**src/rtl/barcode_rx.sv**
```systemverilog
// Barcode receiver: decodes the IR sensor's self-clocked serial stream into an
// 8-bit station ID with a sticky valid flag acknowledged by the command processor.
module barcode_rx #(
    parameter int CNT_W = 22
) (
    input  logic       clk,
    input  logic       rst,
    input  logic       BC,
    input  logic       clr_ID_vld,
    output logic [7:0] ID,
    output logic       ID_vld
);

    typedef enum logic [2:0] {
        S_IDLE,
        S_START_LOW,
        S_WAIT_FALL,
        S_SAMPLE,
        S_DONE
    } state_t;

    localparam logic [CNT_W-1:0] CNT_ZERO = '0;
    localparam logic [CNT_W-1:0] CNT_ONE  = {{(CNT_W-1){1'b0}}, 1'b1};
    localparam logic [CNT_W-1:0] CNT_MAX  = '1;

    state_t           state_q, state_d;
    logic [CNT_W-1:0] cnt_q, cnt_d;
    logic [CNT_W-1:0] period_q, period_d;
    logic [3:0]       bit_cnt_q, bit_cnt_d;
    logic [7:0]       shift_q, shift_d;
    logic [7:0]       id_q, id_d;
    logic             id_vld_q, id_vld_d;
    logic             bc_s1_q, bc_s2_q, bc_s3_q;

    logic fall;
    logic rise;

    // BC is asynchronous: two flops resolve metastability, the third gives edges.
    assign fall = ~bc_s2_q & bc_s3_q;
    assign rise = bc_s2_q & ~bc_s3_q;

    // NOTE: every variable gets a default at the top of the block, so no path
    // through the case statement can leave one unassigned and infer a latch.
    always_comb begin
        state_d   = state_q;
        cnt_d     = cnt_q;
        period_d  = period_q;
        bit_cnt_d = bit_cnt_q;
        shift_d   = shift_q;
        id_d      = id_q;
        id_vld_d  = id_vld_q & ~clr_ID_vld;

        unique case (state_q)
            S_IDLE: begin
                cnt_d = CNT_ZERO;
                if (fall) begin
                    state_d = S_START_LOW;
                end
            end

            S_START_LOW: begin
                if (rise) begin
                    period_d  = cnt_q;
                    bit_cnt_d = 4'd0;
                    cnt_d     = CNT_ZERO;
                    state_d   = S_WAIT_FALL;
                end else if (cnt_q == CNT_MAX) begin
                    // Line stuck low: no usable start pulse.
                    cnt_d   = CNT_ZERO;
                    state_d = S_IDLE;
                end else begin
                    cnt_d = cnt_q + CNT_ONE;
                end
            end

            S_WAIT_FALL: begin
                if (fall) begin
                    cnt_d   = CNT_ZERO;
                    state_d = S_SAMPLE;
                end else if (cnt_q == CNT_MAX) begin
                    cnt_d   = CNT_ZERO;
                    state_d = S_IDLE;
                end else begin
                    cnt_d = cnt_q + CNT_ONE;
                end
            end

            S_SAMPLE: begin
                // Only the level at the calibrated instant matters; glitches before it are ignored.
                if (cnt_q == period_q) begin
                    shift_d   = {shift_q[6:0], bc_s2_q};
                    bit_cnt_d = bit_cnt_q + 4'd1;
                    cnt_d     = CNT_ZERO;
                    state_d   = (bit_cnt_q == 4'd7) ? S_DONE : S_WAIT_FALL;
                end else begin
                    cnt_d = cnt_q + CNT_ONE;
                end
            end

            S_DONE: begin
                // Station IDs never use the top two bits; anything else is a misread.
                if (shift_q[7:6] == 2'b00) begin
                    id_d     = shift_q;
                    id_vld_d = 1'b1;
                end
                cnt_d   = CNT_ZERO;
                state_d = S_IDLE;
            end

            default: begin
                cnt_d   = CNT_ZERO;
                state_d = S_IDLE;
            end
        endcase
    end

    // NOTE: sequential state uses non-blocking assignments so every flop samples
    // the values from before this edge, independent of statement order.
    always_ff @(posedge clk or posedge rst) begin
        if (rst) begin
            state_q   <= S_IDLE;
            cnt_q     <= CNT_ZERO;
            period_q  <= CNT_ZERO;
            bit_cnt_q <= 4'd0;
            shift_q   <= 8'h00;
            id_q      <= 8'h00;
            id_vld_q  <= 1'b0;
            bc_s1_q   <= 1'b1;
            bc_s2_q   <= 1'b1;
            bc_s3_q   <= 1'b1;
        end else begin
            state_q   <= state_d;
            cnt_q     <= cnt_d;
            period_q  <= period_d;
            bit_cnt_q <= bit_cnt_d;
            shift_q   <= shift_d;
            id_q      <= id_d;
            id_vld_q  <= id_vld_d;
            bc_s1_q   <= BC;
            bc_s2_q   <= bc_s1_q;
            bc_s3_q   <= bc_s2_q;
        end
    end

    assign ID     = id_q;
    assign ID_vld = id_vld_q;

endmodule

```
**config.mk**
```make
export PLATFORM = sky130hd
export DESIGN_NAME = barcode_rx
export DESIGN_NICKNAME = d
export VERILOG_FILES = /design/src/rtl/barcode_rx.sv
export SDC_FILE = /design/constraint.sdc
export NUM_CORES = 1
export LEC_CHECK = 0
export ABC_AREA = 1
export CAP_MARGIN = 40
export CORE_MARGIN = 8
export CORE_UTILIZATION = 30
export DETAILED_ROUTE_END_ITERATION = 12
export PLACE_DENSITY = 0.47
export SLEW_MARGIN = 0
export SYNTH_ARGS = -nofsm -noshare
export SYNTH_HDL_FRONTEND = slang
export SYNTH_SLANG_ARGS = --single-unit
```
**constraint.sdc**
```tcl
create_clock -name clk -period 3.1 [get_ports clk]
set_clock_uncertainty 0.15 [all_clocks]
set_input_delay 0.31 -clock clk [delete_from_list [all_inputs] [get_ports clk]]
set_output_delay 0.31 -clock clk [all_outputs]
set_load 0.005 [all_outputs]
```
[Word level (Yosys, flattened, before mapping)]
Cells that the tools add are included.
Cells by class
  add/sub/neg operators: 2
  eq/ne operators: 10
  muxes and demuxes: 17
  bitwise logic cells: 6
  reductions and logical operators: 8
Operators with widths (number)
  $mux 22: 4
  $pmux 22 s3: 1
  $add 22x1->22 const B: 1
  $eq 22x22->1: 1
  $eq 22x22->1 const B: 1
  $mux 3: 6
  $pmux 3 s4: 1
  $mux 4: 2
  $pmux 4 s2: 1
  $reduce_and 2->1: 4
  $eq 3x2->1 const B: 2
  $ne 2x2->1 const B: 3
  $add 4x1->4 const B: 1
  $eq 4x3->1 const B: 1
  $and 1x1->1: 3
  $eq 3x1->1 const B: 1
  $eq 3x3->1 const B: 1
  $logic_not 3->1: 1
  $not 1->1: 3
  $reduce_and 3->1: 1
  $logic_not 2->1: 1
  $mux 1: 2
  $reduce_bool 2->1: 1
Storage, ports and cells
  bits in registers: 71
  input bits: 4
  logic and storage cells: 53

[Depth between registers and ports, before layout]
  depth after elaboration: 4
  mapped depth: 10
  gate-level depth less buffers: 10

[Worst setup path before layout]
Ideal clock, no wire load.
  kind: register -> register
  from: reg cnt_q[0]
  to: reg cnt_q[14]
  library setup time: 0.123 ns
  arrival: 1.473 ns
  slack: 1.354 ns
  stages on the path, launching flop included: 10
  clock period less this slack: 1.746 ns
  path through: dfrtp_1 ha_1 nand2_1 nor2_2 nand3_2 nor2_4 nand3_2 o21ai_2 buf_6 a21oi_1
On the way
  cells in the longest elaborated chain, start to end: 4
  elaborated cells between the ends (all ways): 8
RTL lines
  start, declared: line 27  | logic [CNT_W-1:0] cnt_q, cnt_d;
  start signal, assigned: line 133  | cnt_q <= cnt_d;
  $add 22x1->22 or $eq 22x22->1 (tied branches)
  $mux 22: line 67, 80
  $mux 22 (on tied branches): line 77, 62
  $pmux 22 s3 (*): line 53  | unique case (state_q)
  net cnt_d[14]: line 27
Mark *: on every way through the listed nets, which the timed path passes. The rest lies on a longest branch.
A chain may end at the register's enable or synchronous reset.

[Worst setup path after layout]
  from: reg cnt_q[0]
  to: reg cnt_q[18]
The elaborated chain is that of the path after synthesis.

==> results by group <==
Run status
  • Outcome: finished clean

Floorplanning
  • Initial cell density of the core: 30.2%
  • Core area: 11800 sq um
  • Die H: 125 um
  • FP Rows: 40
  • # IOs: 13
  • Die area: 15600 sq um
  • Die Width: 125 um

Synth
  • Top post-synthesis cells by area: dfrtp_1 48%, nand2_1 16%, inv_1 6.7%, o21ai_0 4.5%, xor2_1 3.9%
  • Main combinational cell family by area after synthesis: simple AND/OR/NAND/NOR gates
  • Prevailing post-synth register cell: dfrtp_1
  • Synthesized Nets: 465
  • Share of synthesized area spent on multiplexers: 0%
  • Register area share after synthesis: 49.9%
  • Share of the synthesized area in the top cell type: 47.7%
  • Yosys reg bits: 71
  • Post-Synth Simple-Gate Area: 26.5%
  • XOR/XNOR Fraction of Synth Area: 4.42%
  • Count of flip-flops with a built-in enable after synthesis: 0
  • Cell Area, Synth: 3570 sq um
  • Synth Area in Compound Gates: 9.57%
  • Most common cell in the netlist: nand2_1
  • Post-Synth Adder-Cell Area: 0.701%
  • YS warnings: 0
  • Leading area contributor after synthesis: dfrtp_1
  • Post-synth top cells: 153 x nand2_1, 68 x dfrtp_1, 64 x inv_1
  • Avg Inst Size Synth: 7.78 sq um
  • Async SR Flop Fraction: 100%
  • Post-synth cell types: 33
  • Syn Inst Count: 459

Detailed routing
  • Vias per Instance: 4.47
  • Initial DRC count: 233
  • WL met2: 3500 um
  • DRC: 0
  • Post-route met1 wirelength: 4010 um
  • Top Layer Used: met4
  • Routed len/inst: 12.5 um
  • WL met3: 215 um
  • Final ANT Viol Nets: 0
  • Routed via count: 2802
  • WL final: 7830 um
  • First drt pass iteration count: 4

Final layout
  • Final Util: 35.3%
  • Multi-input logic area: 1470 sq um
  • Register area: 1780 sq um
  • Proportion of layout cells with a drive suffix above 1: 7.92%
  • Ant diodes: 0
  • Total Nets Final: 481
  • Area Overhead vs Synth: 16.7%
  • Filler Cell Count: 1240
  • Design Area, Final: 4170 sq um

Clock tree
  • Max clock buf depth: 2
  • Clock Tree Root: clkbuf_16
  • CTS Hold Bufs: 0
  • TritonCTS clock tree: built
  • Worst-Skew Late Latency: 330 ps
  • H-tree depth: 3
  • Clock-pin slew on the worst setup and hold paths: 60 ps
  • CTS Buf Count: 9
  • Post-CTS sizing: 0
  • Post-CTS Setup Bufs: 0
  • Clock Sinks: 71

STA
  • Final slew viol count: 0
  • Endpoints failing setup: 0
  • Max transition margin: 62.3%
  • Hold Vio Cnt, Final: 0
  • Worst slew pin tran: 566 ps
  • Final min period: 2170 ps
  • Setup tns final: 0 ps
  • Fin crit share: 70.1%
  • RSZ-0062 raised after global routing: false
  • FMAX: 460 MHz

Worst setup path
  • Startpoint Class: register
  • Worst path arrival time: 2200 ps
  • Crit end category: register
  • Critical Path RT: 3130 ps
  • CP peak stage delay: 390 ps
  • Crit-path slowest cell: dfrtp_1
  • Setup CP Type: reg -> reg
  • Most Frequent Cell on Critical Path: nand3_2
  • Max FO, Critical Path: 12
  • Worst-path cell chain: ha_1, nand2_1, nor2_2, nand3_2, nor2_4, nand3_2, o21ai_2, buf_6, a22oi_1

Hold path
  • Hold Crit Class: in -> async

Placed design
  • Area after DPL: 3840 sq um
  • # port buffers: 12
  • HPWL after DPL: 5530 um
  • GPL Wtd Cong: 0.834

Global routing
  • Largest net degree at the start of global routing: 51
  • Number of global-route vias before repair: 2731
  • GRT overflow: 0
  • Global-route wire length before repair: 13400 um
  • Initial antenna violation count: 0
  • GRT Total Usage: 10.6%

Power
  • Leak pwr: 1.90 nW
  • Maximum vdd drop: 294 uV
  • Design Power: 2.76 mW
  • P per Cell Area: 663 nW/um^2

Job
  • Max Cap Violations: 0
==> where the power goes <==
part	leakage [nW]	internal, mW	switching (mW)
Combinational	0.780	0.172	0.384
Clock	0.152	0.705	0.407
Sequential	0.968	1.02	0.0708
==> state kept, by name, summed over array words and instances (netlist names), 3 cells and up <==
register and count:
shift_q 8, bit_cnt_q 4, ID 8, cnt_q 22, state_q 3, period_q 22
==> critical path, delay by kind of cell, from the launching register on <==
family                     cells  cell delay, ps
AOI/OAI and AO/OA              2             330
adders and majority gates      1             270
buffers and inverters          1             230
DFF                            1             390
and+or+nand+nor                5             650
==> stage by stage <==
step / hold slack, ps / setup slack (ps) / cells
detailed placement: 197 / 893 / 611
CTS: 195 / 896 / 627
global route: 211 / 710 / 627
floorplan: 164 / 848 / 459
global placement: 200 / 946 / 610
finish: 179 / 926 / 627
==> layout make-up <==
cell class,instances,area share (%)
clock buffers,9,5.41
clock inverters,7,2.34
inverters,66,5.95
multi-input cells,310,35.3
flip-flops and latches,71,42.7
well taps,147,4.42
repair buffers,17,3.88
==> cells in the final DEF, fill, tap and decap left out, drive strengths merged <==
master,count
or2,2
xor2,16
dfrtp,68
xnor2,2
clkinvlp,2
dfstp,3
nor2,34
nor3,12
a21oi,21
inv,66
nand4,6
buf,5
o21ai,41
clkinv,3
nand2,154
a22oi,1
clkbuf,9
o311ai,1
nand3,16
ha,2
a21boi,1
bufinv,2
nand3b,1
clkdlybuf4s50,12
==> per-layer routing <==
metal	global-route usage, %	up-vias
met2	16.8	39
met4	5.37	0
met3	2.12	6
li1	-	1469
met5	0	-
met1	13.5	1288
==> kinds of logic (layout without fill, tap and decap cells) <==
logic type | after synthesis | after routing
compound gates | 65 | 65
xor+xnor | 18 | 18
fa+ha+maj | 2 | 2
buf+inv | 78 | 99
flops | 71 | 71
simple gates | 225 | 225
==> worst paths after layout <==
check,cells after the start,endpoint,slack [ps],startpoint
max in group asynchronous,3,bc_s3_q,1850,rst
max reg2reg,9,cnt_q[18],930,cnt_q[0]
max,9,cnt_q[18],930,cnt_q[0]
min,2,period_q[8],180,rst
min reg2reg,0,bc_s2_q,200,bc_s1_q
min in group clk,0,bc_s2_q,200,bc_s1_q
(Power assumes the default switching activity.)
